File: src/rtl/vga_pkg.sv
// Shared defaults, coordinate type and small helpers for the VGA scan path.
// The defaults describe the 1280x800@60 panel timing.
package vga_pkg;

  localparam int DEF_COOR_WIDTH = 12;
  localparam int DEF_HSIZE      = 1280;
  localparam int DEF_HFP        = 1344;
  localparam int DEF_HSP        = 1480;
  localparam int DEF_HMAX       = 1680;
  localparam int DEF_VSIZE      = 800;
  localparam int DEF_VFP        = 801;
  localparam int DEF_VSP        = 804;
  localparam int DEF_VMAX       = 828;

  typedef logic [DEF_COOR_WIDTH-1:0] coord_t;

  typedef enum logic [1:0] {
    FADE_HOLD,
    FADE_UP,
    FADE_DOWN
  } fade_dir_e;

  // Words per framebuffer part.
  function automatic int ram_size(int left, int right, int top, int bottom);
    return (right - left) * (bottom - top);
  endfunction

  // Half-open interval test: lo <= v < hi.
  function automatic logic in_range(int v, int lo, int hi);
    return (v >= lo) && (v < hi);
  endfunction

endpackage

File: src/rtl/vga_fade_ctrl.sv
// Night-rate fade engine: every FADE_FRAMES enabled swaps, move night_rate one
// step toward night_target, which is sampled only on that stepping edge.
module vga_fade_ctrl
  import vga_pkg::*;
#(
  parameter int NIGHT_RATE_WIDTH = 6,
  parameter int FADE_FRAMES      = 4
) (
  input  logic                        clk_vga,
  input  logic                        rst,
  input  logic                        step_en,
  input  logic [NIGHT_RATE_WIDTH-1:0] night_target,
  output logic [NIGHT_RATE_WIDTH-1:0] night_rate
);

  localparam int DIV_W = (FADE_FRAMES > 1) ? $clog2(FADE_FRAMES) : 1;

  logic [DIV_W-1:0] div_cnt;
  logic             div_wrap;
  fade_dir_e        dir;

  assign div_wrap = (div_cnt == DIV_W'(FADE_FRAMES - 1));

  always_comb begin
    // NOTE: default first so every path assigns dir and no latch is inferred.
    dir = FADE_HOLD;
    if (night_rate < night_target)      dir = FADE_UP;
    else if (night_rate > night_target) dir = FADE_DOWN;
  end

  always_ff @(posedge clk_vga) begin
    if (rst) begin
      div_cnt    <= '0;
      night_rate <= '0;
    end else if (step_en) begin
      if (div_wrap) begin
        div_cnt <= '0;
        case (dir)
          FADE_UP:   night_rate <= night_rate + 1'b1;
          FADE_DOWN: night_rate <= night_rate - 1'b1;
          default:   ;
        endcase
      end else begin
        div_cnt <= div_cnt + 1'b1;
      end
    end
  end

endmodule

File: src/rtl/vga_scan_ctrl.sv
// Raster scan controller: coordinate counters, framebuffer read addressing with
// double-buffer swap, delayed panel strobes and the night-rate fade engine.
module vga_scan_ctrl
  import vga_pkg::*;
#(
  parameter int COOR_WIDTH       = DEF_COOR_WIDTH,
  parameter int HSIZE            = DEF_HSIZE,
  parameter int HFP              = DEF_HFP,
  parameter int HSP              = DEF_HSP,
  parameter int HMAX             = DEF_HMAX,
  parameter int VSIZE            = DEF_VSIZE,
  parameter int VFP              = DEF_VFP,
  parameter int VSP              = DEF_VSP,
  parameter int VMAX             = DEF_VMAX,
  parameter bit HSPP             = 1'b1,
  parameter bit VSPP             = 1'b1,
  parameter int FRAME_LEFT       = 0,
  parameter int FRAME_RIGHT      = 1280,
  parameter int FRAME_TOP        = 250,
  parameter int FRAME_BOTTOM     = 550,
  parameter int RAM_WIDTH        = 20,
  parameter int PIPE_DELAY       = 4,
  parameter int SWAP_X           = 8,
  parameter int FRAME_CNT_WIDTH  = 8,
  parameter int NIGHT_RATE_WIDTH = 6,
  parameter int FADE_FRAMES      = 4
) (
  input  logic                        clk_vga,
  input  logic                        rst,
  input  logic [NIGHT_RATE_WIDTH-1:0] night_target,
  output logic [COOR_WIDTH-1:0]       read_x,
  output logic [COOR_WIDTH-1:0]       read_y,
  output logic                        read_enable,
  output logic [RAM_WIDTH-1:0]        read_addr,
  output logic                        read_part,
  output logic                        swap_pulse,
  output logic [FRAME_CNT_WIDTH-1:0]  frame_count,
  output logic [NIGHT_RATE_WIDTH-1:0] night_rate,
  output logic [COOR_WIDTH-1:0]       out_x,
  output logic [COOR_WIDTH-1:0]       out_y,
  output logic                        out_in_frame,
  output logic                        hsync,
  output logic                        vsync,
  output logic                        data_enable
);

  localparam int RAM_SIZE = ram_size(FRAME_LEFT, FRAME_RIGHT, FRAME_TOP, FRAME_BOTTOM);
  localparam int STAGES   = PIPE_DELAY - 1;

  logic [RAM_WIDTH-1:0]  addr_cnt;
  logic                  swap_hit;
  logic [COOR_WIDTH-1:0] pipe_x [STAGES];
  logic [COOR_WIDTH-1:0] pipe_y [STAGES];
  logic                  pipe_v [STAGES];
  logic                  out_valid;

  always_ff @(posedge clk_vga) begin
    // NOTE: sequential state uses non-blocking assignments so every register
    // samples pre-edge values regardless of statement order.
    if (rst) begin
      read_x <= '0;
      read_y <= '0;
    end else if (read_x == COOR_WIDTH'(HMAX - 1)) begin
      read_x <= '0;
      read_y <= (read_y == COOR_WIDTH'(VMAX - 1)) ? '0 : read_y + 1'b1;
    end else begin
      read_x <= read_x + 1'b1;
    end
  end

  assign swap_hit    = (read_x == COOR_WIDTH'(SWAP_X)) && (read_y == COOR_WIDTH'(VSIZE));
  assign read_enable = in_range(int'(read_x), FRAME_LEFT, FRAME_RIGHT) &&
                       in_range(int'(read_y), FRAME_TOP, FRAME_BOTTOM);
  assign read_addr   = addr_cnt;

  // The swap row lies below the window, so the part reload never races an increment.
  always_ff @(posedge clk_vga) begin
    if (rst) begin
      addr_cnt    <= '0;
      read_part   <= 1'b0;
      swap_pulse  <= 1'b0;
      frame_count <= '0;
    end else begin
      swap_pulse <= swap_hit;
      if (swap_hit) begin
        read_part   <= ~read_part;
        frame_count <= frame_count + 1'b1;
        addr_cnt    <= read_part ? '0 : RAM_WIDTH'(RAM_SIZE);
      end else if (read_enable) begin
        addr_cnt <= addr_cnt + 1'b1;
      end
    end
  end

  always_ff @(posedge clk_vga) begin
    // NOTE: the delay line is reset (not left as RAM-like storage) because its
    // valid bits gate the strobes during the first PIPE_DELAY cycles.
    if (rst) begin
      for (int i = 0; i < STAGES; i++) begin
        pipe_x[i] <= '0;
        pipe_y[i] <= '0;
        pipe_v[i] <= 1'b0;
      end
    end else begin
      pipe_x[0] <= read_x;
      pipe_y[0] <= read_y;
      pipe_v[0] <= 1'b1;
      for (int i = 1; i < STAGES; i++) begin
        pipe_x[i] <= pipe_x[i-1];
        pipe_y[i] <= pipe_y[i-1];
        pipe_v[i] <= pipe_v[i-1];
      end
    end
  end

  assign out_x        = pipe_x[STAGES-1];
  assign out_y        = pipe_y[STAGES-1];
  assign out_valid    = pipe_v[STAGES-1];
  assign out_in_frame = out_valid &&
                        in_range(int'(out_x), FRAME_LEFT, FRAME_RIGHT) &&
                        in_range(int'(out_y), FRAME_TOP, FRAME_BOTTOM);

  always_ff @(posedge clk_vga) begin
    if (rst) begin
      hsync       <= ~HSPP;
      vsync       <= ~VSPP;
      data_enable <= 1'b0;
    end else begin
      hsync       <= (out_valid && in_range(int'(out_x), HFP, HSP)) ? HSPP : ~HSPP;
      vsync       <= (out_valid && in_range(int'(out_y), VFP, VSP)) ? VSPP : ~VSPP;
      data_enable <= out_valid && in_range(int'(out_x), 0, HSIZE) &&
                     in_range(int'(out_y), 0, VSIZE);
    end
  end

  vga_fade_ctrl #(
    .NIGHT_RATE_WIDTH (NIGHT_RATE_WIDTH),
    .FADE_FRAMES      (FADE_FRAMES)
  ) u_fade (
    .clk_vga      (clk_vga),
    .rst          (rst),
    .step_en      (swap_hit),
    .night_target (night_target),
    .night_rate   (night_rate)
  );

endmodule

File: config.mk
export PLATFORM = sky130hd
export DESIGN_NAME = vga_scan_ctrl
export DESIGN_NICKNAME = d
export VERILOG_FILES = /design/src/rtl/vga_pkg.sv /design/src/rtl/vga_fade_ctrl.sv /design/src/rtl/vga_scan_ctrl.sv
export SDC_FILE = /design/constraint.sdc
export NUM_CORES = 1
export LEC_CHECK = 0
export BUFFER_PORTS_ARGS = -buffer_cell sky130_fd_sc_hd__buf_2
export CORE_MARGIN = 5
export CORE_UTILIZATION = 35
export CTS_CLUSTER_DIAMETER = 200
export CTS_CLUSTER_SIZE = 14
export DETAILED_ROUTE_END_ITERATION = 8
export PLACE_DENSITY = 0.61
export SYNTH_ARGS = -nofsm -noshare
export SYNTH_HDL_FRONTEND = slang
export SYNTH_SLANG_ARGS = --single-unit
File: constraint.sdc
create_clock -name clk_vga -period 3.95 [get_ports clk_vga]
set_clock_uncertainty 0.05 [all_clocks]
set_input_delay 0.79 -clock clk_vga [delete_from_list [all_inputs] [get_ports clk_vga]]
set_output_delay 0.79 -clock clk_vga [all_outputs]
set_load 0.02 [all_outputs]
## After elaboration in Yosys (flattened, before gate mapping)

Memories as Yosys holds them, arrays and structs flattened.
Index checks and enable logic that the tools add are counted.

| cells by class | value |
|---|---|
| add/sub/neg operators | 7 |
| order comparisons | 13 |
| equal/unequal tests | 7 |
| muxes and demuxes | 22 |
| bitwise operators | 10 |
| reduce and logical (&&, ||, !) cells | 15 |

Operators with widths:

| operator | number |
|---|---|
| 2-to-1 mux 12 bit | 7 |
| < comparator 12 x 10 -> 1 bit (second input constant) | 4 |
| 2-to-1 mux 20 bit | 2 |
| < comparator 12 x 11 -> 1 bit (second input constant) | 3 |
| adder 12 x 1 -> 12 bit (second input constant) | 2 |
| == test 12 x 10 -> 1 bit (second input constant) | 2 |
| greater-or-equal comparator 12 x 8 -> 1 bit (second input constant) | 2 |
| adder 20 x 1 -> 20 bit (second input constant) | 1 |
| 2-to-1 mux 19 bit | 1 |
| == test 12 x 11 -> 1 bit (second input constant) | 1 |
| == test 12 x 4 -> 1 bit (second input constant) | 1 |
| greater-or-equal comparator 12 x 10 -> 1 bit (second input constant) | 1 |
| greater-or-equal comparator 12 x 11 -> 1 bit (second input constant) | 1 |
| one-hot mux 6 bit (2 select lines) | 1 |
| logical AND 1 bit | 11 |
| bitwise OR 1 bit | 9 |
| adder 8 x 1 -> 8 bit (second input constant) | 1 |
| 2-to-1 mux 1 bit | 8 |
| adder 6 x 1 -> 6 bit (second input constant) | 1 |
| > comparator 6 bit | 1 |
| < comparator 6 bit | 1 |
| 2-to-1 mux 2 bit | 3 |
| subtractor 6 x 1 -> 6 bit (second input constant) | 1 |
| == test 2 bit (second input constant) | 2 |
| 6 further kinds | 7 |

| word-level totals | value |
|---|---|
| register bits | 65 |
| memory bits (writable) | 75 |
| input bits | 8 |
| memories kept | 3 |

Memory list:

| memory | words | width | rd ports | clocked after memory_dff | write ports | RTL line | text |
|---|---|---|---|---|---|---|---|
| pipe_x | 3 | 12 | 3 | 0 | 3 | vga_scan_ctrl.sv:52 | `logic [COOR_WIDTH-1:0] pipe_x [STAGES];` |
| pipe_y | 3 | 12 | 3 | 0 | 3 | vga_scan_ctrl.sv:53 | `logic [COOR_WIDTH-1:0] pipe_y [STAGES];` |
| pipe_v | 3 | 1 | 3 | 0 | 3 | vga_scan_ctrl.sv:54 | `logic pipe_v [STAGES];` |

## Logic depth before layout (Yosys ltp)

| logic depth | value |
|---|---|
| depth in word-level cells | 6 |
| depth in mapped cells | 13 |

## Modules after synthesis

A second synthesis with hierarchy kept.

| unflattened totals | value |
|---|---|
| cell total of the unflattened synthesis | 581 |
| area total of the unflattened synthesis | 5656.7 um2 |

By module, submodules not included:

| module | instances | cells each | area each (um2) | seq. area each (um2) |
|---|---|---|---|---|
| vga_scan_ctrl | 1 | 510 | 5006.1 | 2642.5 |
| vga_fade_ctrl | 1 | 71 | 650.6 | 160.2 |

## Worst setup path before layout

Ideal clock, no wire load.

| path | value |
|---|---|
| path kind | input to register |
| start | input port night_target[4] |
| end | register u_fade.night_rate[5] |
| library setup time | 0.071 ns |
| arrival time | 3.378 ns |
| path slack | 0.452 ns |
| cell stages on the path | 13 |
| path through | inv_1 -> ha_1 -> a21oi_1 -> a21boi_0 -> o31ai_1 -> inv_1 -> ha_1 -> a211oi_1 -> o21bai_1 -> a21oi_1 -> mux2_2 -> or3_1 -> a21oi_1 |

| on the way | value |
|---|---|
| longest elaborated chain between the ends | 6 |

Ends and longest elaborated chain:

| item | RTL line | text |
|---|---|---|
| from (decl) | vga_scan_ctrl.sv:30 | `input logic [NIGHT_RATE_WIDTH-1:0] night_target,` |
| > comparator 6 bit | vga_fade_ctrl.sv:28 | `else if (night_rate > night_target) dir = FADE_DOWN;` |
| 2-to-1 mux 2 bit | vga_fade_ctrl.sv:28 |  |
| 2-to-1 mux 2 bit (*) | vga_fade_ctrl.sv:27 | `if (night_rate < night_target) dir = FADE_UP;` |
| == test 2 x 1 -> 1 bit / == test 2 bit (equally long branches) | vga_fade_ctrl.sv:38 | `case (dir)` |
| nonzero test 2 bit (no line) | -- |  |
| AND reduction 3 bit (no line) | -- |  |
| to (signal assigned) | vga_fade_ctrl.sv:39 | `FADE_UP: night_rate <= night_rate + 1'b1;` |
| to (signal assigned) | vga_fade_ctrl.sv:40 | `FADE_DOWN: night_rate <= night_rate - 1'b1;` |
| to (decl) | vga_fade_ctrl.sv:13 | `output logic [NIGHT_RATE_WIDTH-1:0] night_rate` |

Mark *: on every way between the ends. The rest lies on a longest branch, timed or not.
A chain may end at the register's enable or synchronous reset.

## Final worst setup path

Ends and elaborated chain as after synthesis.

==> results.txt <==
The flow ran to the end, and the final reports show no timing, DRC or antenna violations. The cell area after synthesis is 0.00552 mm2, and the sum of negative setup slack is 0 ps. At the pin with the least slew margin, the transition time is 960 ps. The worst setup path is captured at a flip-flop. The power per standard cell area was 454 mW/mm2; the number of iterations in the first detailed-routing pass was 5. Dominant synthesized flop cell: dfxtp_1. Most frequent standard cell in the layout excluding fill and tap cells: dfxtp_1. The most critical setup path has its startpoint at night_target[4]. 0 antenna diodes ended up in the layout.

The depth of the worst register-to-register path is 12. The required time at the endpoint of the critical path came out at 4230 ps. The period utilization came out at 0.878.

The total half-perimeter wirelength after legalization and detailed placement is 7.97 mm, and the clock period minus worst slack is 3470 ps. Layout net count: 676. Yosys mapped a number of flops with a built-in enable equal to 0.

Classification of the worst-slack hold path: flip-flop to flip-flop. The logs give 2 for the maximum buffer depth of the clock tree and 97 for the count of boundary I/O pins. The post-cts resize count is 0, and the initial standard-cell utilization of the core is 0.353.

The clock insertion delay at the later pin of the skew report came out at 410 ps. Following the worst setup path forward leads to its endpoint at u_fade.night_rate[5]$_SDFFE_PP0P_. For the number of global-route vias before repair, the log shows 3834. The run gives 17 as the number of buffers inserted during clock tree synthesis. Data on the critical path arrives at its endpoint at 3750 ps. The final-report hold violation count came out at 0. Of all nets on the critical path, the largest fanout is 4. Setup repair after global routing left no endpoint under its margin. The tools report the reg-to-reg endpoint as u_fade.night_rate[5]$_SDFFE_PP0P_.

The run gives 0 as the remaining number of nets flagged by the antenna check after routing. The die boundary width is 136 um, and the first-pass GRT wire length is 18.5 mm. The number of unique standard cell types used by synthesis was 48.

In the layout the commonest cells are 140 x dfxtp_1, 96 x buf_2, 70 x nor2b_1. The floorplan has 46 rows. Routability-driven placement finished with a final weighted congestion of 0.882. For the setup slack of the most critical reg-to-reg path, the log shows 620 ps.

The area of the placeable core was 0.0157 mm2. The tools report the largest vdd supply drop as 259 uV. The reg-to-reg startpoint was u_fade.night_rate[4]$_SDFFE_PP0P_. Yosys printed 0 warnings. The worst setup path is of the input port to flip-flop kind.

The vias after detailed routing is 4002, and the remaining global-route overflow is 0. Total power of the final layout: 3.00 mW. The die covers 0.0184 mm2. In this run the clock root is driven by a clkbuf_16. Buffers placed on the I/O ports in this run total 96. The tools report the kind of launch point of the worst setup path as an input port. Counting every net in the synthesized netlist gives 601. For this run, design rule violations remaining after detail routing come to 0. The average wire per cell in the routed design was 12.7 um.

The clock slew seen by the registers of the worst setup and hold paths is 60 ps, and the cell count after synthesis is 574. The analysis attributes to cell leakage a power of 2.84 nW. Summed over all layers, the routed wires come to 11.1 mm. Fraction of final layout cells sized beyond drive strength 1: 0.209. The final hold slack is 382 ps. The clock net in this run drives a total of 140 sinks. The proportion of synthesized flip-flops having asynchronous set or reset works out to 0. The flip-flop and latch count after synthesis was 140; the post-cts hold buffer count was 0.

The maximum number of pins on one net before global-route repair is 58. Portion of the post-synthesis area used by sequential elements: 0.508. The y dimension of the die was 136 um; the via-per-instance ratio was 4.56. The H-tree generated during clock tree synthesis spans 4 levels.

The area growth from synthesis to layout is 19.7%. The logs give 0.351 for the remaining max-slew budget at the tightest pin and 185 for the first-iteration detailed-routing DRC count. Maximum achievable frequency: 0.288 GHz.

The number of post-CTS setup repair buffers was 0. The count of final max-slew check failures was 0; the global-route usage over all layers was 0.125. Across the run, the number of max-cap violations was 0. Each instance of the synthesized netlist takes up on average 9.62 um2.

The number of antenna violations at the first check in global routing was 0. TritonCTS built the clock tree. The fill cell total of the finished layout was 1538; the number of setup violations in the final report was 0.
## sequential cells by signal, summed over array words and instances, names as in the netlist
signal / count
vsync: 1
read_x: 12
read_y: 12
hsync: 1
u_fade.night_rate: 6
pipe_x: 36
frame_count: 8
pipe_v: 3
read_addr: 20
swap_pulse: 1
u_fade.div_cnt: 2
pipe_y: 36
data_enable: 1
read_part: 1
## critical path: stages
cell and delay (ps):
buf_2 80, inv_1 40, ha_1 310, a21oi_1 140, a21boi_0 140, o31ai_1 430, inv_1 170, ha_1 360
o21ai_0 230, o21bai_1 100, a21oi_1 170, mux2_2 350, or3_1 300, a21oi_1 140
## layer usage
layer / up-vias / GRT usage / share of wire
met3: 19 / 0.0464 / 0.057
met5: - / 0 / 0
li1: 2034 / - / -
met4: 0 / 0.0532 / 0.015
met2: 97 / 0.200 / 0.47
met1: 1852 / 0.152 / 0.45
## Yosys cell counts (all sizes together), types with 3 or more instances
cell type | instances | area, um2
a21oi | 20 | 100
and3 | 11 | 68.8
and4 | 3 | 26.3
buf | 32 | 220
clkbuf | 11 | 41.3
dfxtp | 140 | 2800
ha | 18 | 225
inv | 20 | 75.1
mux2i | 4 | 40.0
nand2 | 28 | 105
nand2b | 5 | 31.3
nand3 | 20 | 100
nand4 | 12 | 75.1
nand4b | 3 | 26.3
nor2 | 64 | 240
nor2b | 70 | 438
nor3 | 13 | 81.3
nor4 | 7 | 56.3
o21ai | 8 | 40.0
or3 | 6 | 37.5
xnor2 | 24 | 210
xor2 | 25 | 219
## power by group
group	switching, mW	internal [mW]
clock	0.591	0.932
combinational	0.0371	0.0157
sequential	0.00487	1.42
## worst min-delay path by stage
stage	startpoint	endpoint	slack [ps]	cells past startpoint
4_1_cts	pipe_x[0][23]$_SDFF_PP0_	pipe_x[0][35]$_SDFF_PP0_	390	1
5_1_grt	pipe_x[0][10]$_SDFF_PP0_	pipe_x[0][22]$_SDFF_PP0_	400	1
6_report	pipe_x[0][10]$_SDFF_PP0_	pipe_x[0][22]$_SDFF_PP0_	380	1
2_1_floorplan	pipe_x[0][35]$_SDFF_PP0_	hsync$_SDFF_PP0_	360	1
3_5_place_dp	pipe_y[0][6]$_SDFF_PP0_	pipe_y[0][18]$_SDFF_PP0_	370	1
3_3_place_gp	pipe_x[0][8]$_SDFF_PP0_	pipe_x[0][20]$_SDFF_PP0_	370	1
## cell type report
class / count / area (um2) / area share
sequential: 140 / 2800 / 0.424
multi-input combinational: 371 / 2380 / 0.361
timing repair buffer: 99 / 503 / 0.0761
clock buffer: 19 / 433 / 0.0655
tap: 216 / 270 / 0.0409
clock inverter: 12 / 141 / 0.0214
inverter: 20 / 75.1 / 0.0114
## cells by family (layout without fill, tap and decap cells)
| group | count (synthesis) | in the layout | synth area share |
|---|---|---|---|
| AND/OR/NAND/NOR | 252 | 252 | 0.248 |
| adder cells (fa/ha/maj) | 19 | 19 | 0.0444 |
| XOR/XNOR | 49 | 49 | 0.0777 |
| multiplexers | 6 | 6 | 0.0113 |
| buffers and inverters | 63 | 150 | 0.0610 |
| flip-flops | 140 | 140 | 0.508 |
| AO/OA/AOI/OAI | 45 | 45 | 0.0503 |
## per-stage QoR
stage | instances | setup WS (ps) | util | cell area [um2]
after floorplan | 574 | 452 | - | 5520
after CTS | 877 | 536 | 0.422 | 6610
final | 877 | 483 | 0.422 | 6610
after global placement | 846 | 207 | 0.385 | 6030
after detailed placement | 846 | 109 | 0.385 | 6030
after global routing | 877 | 216 | 0.422 | 6610
No activity file was read; power rests on OpenSTA's default activity.
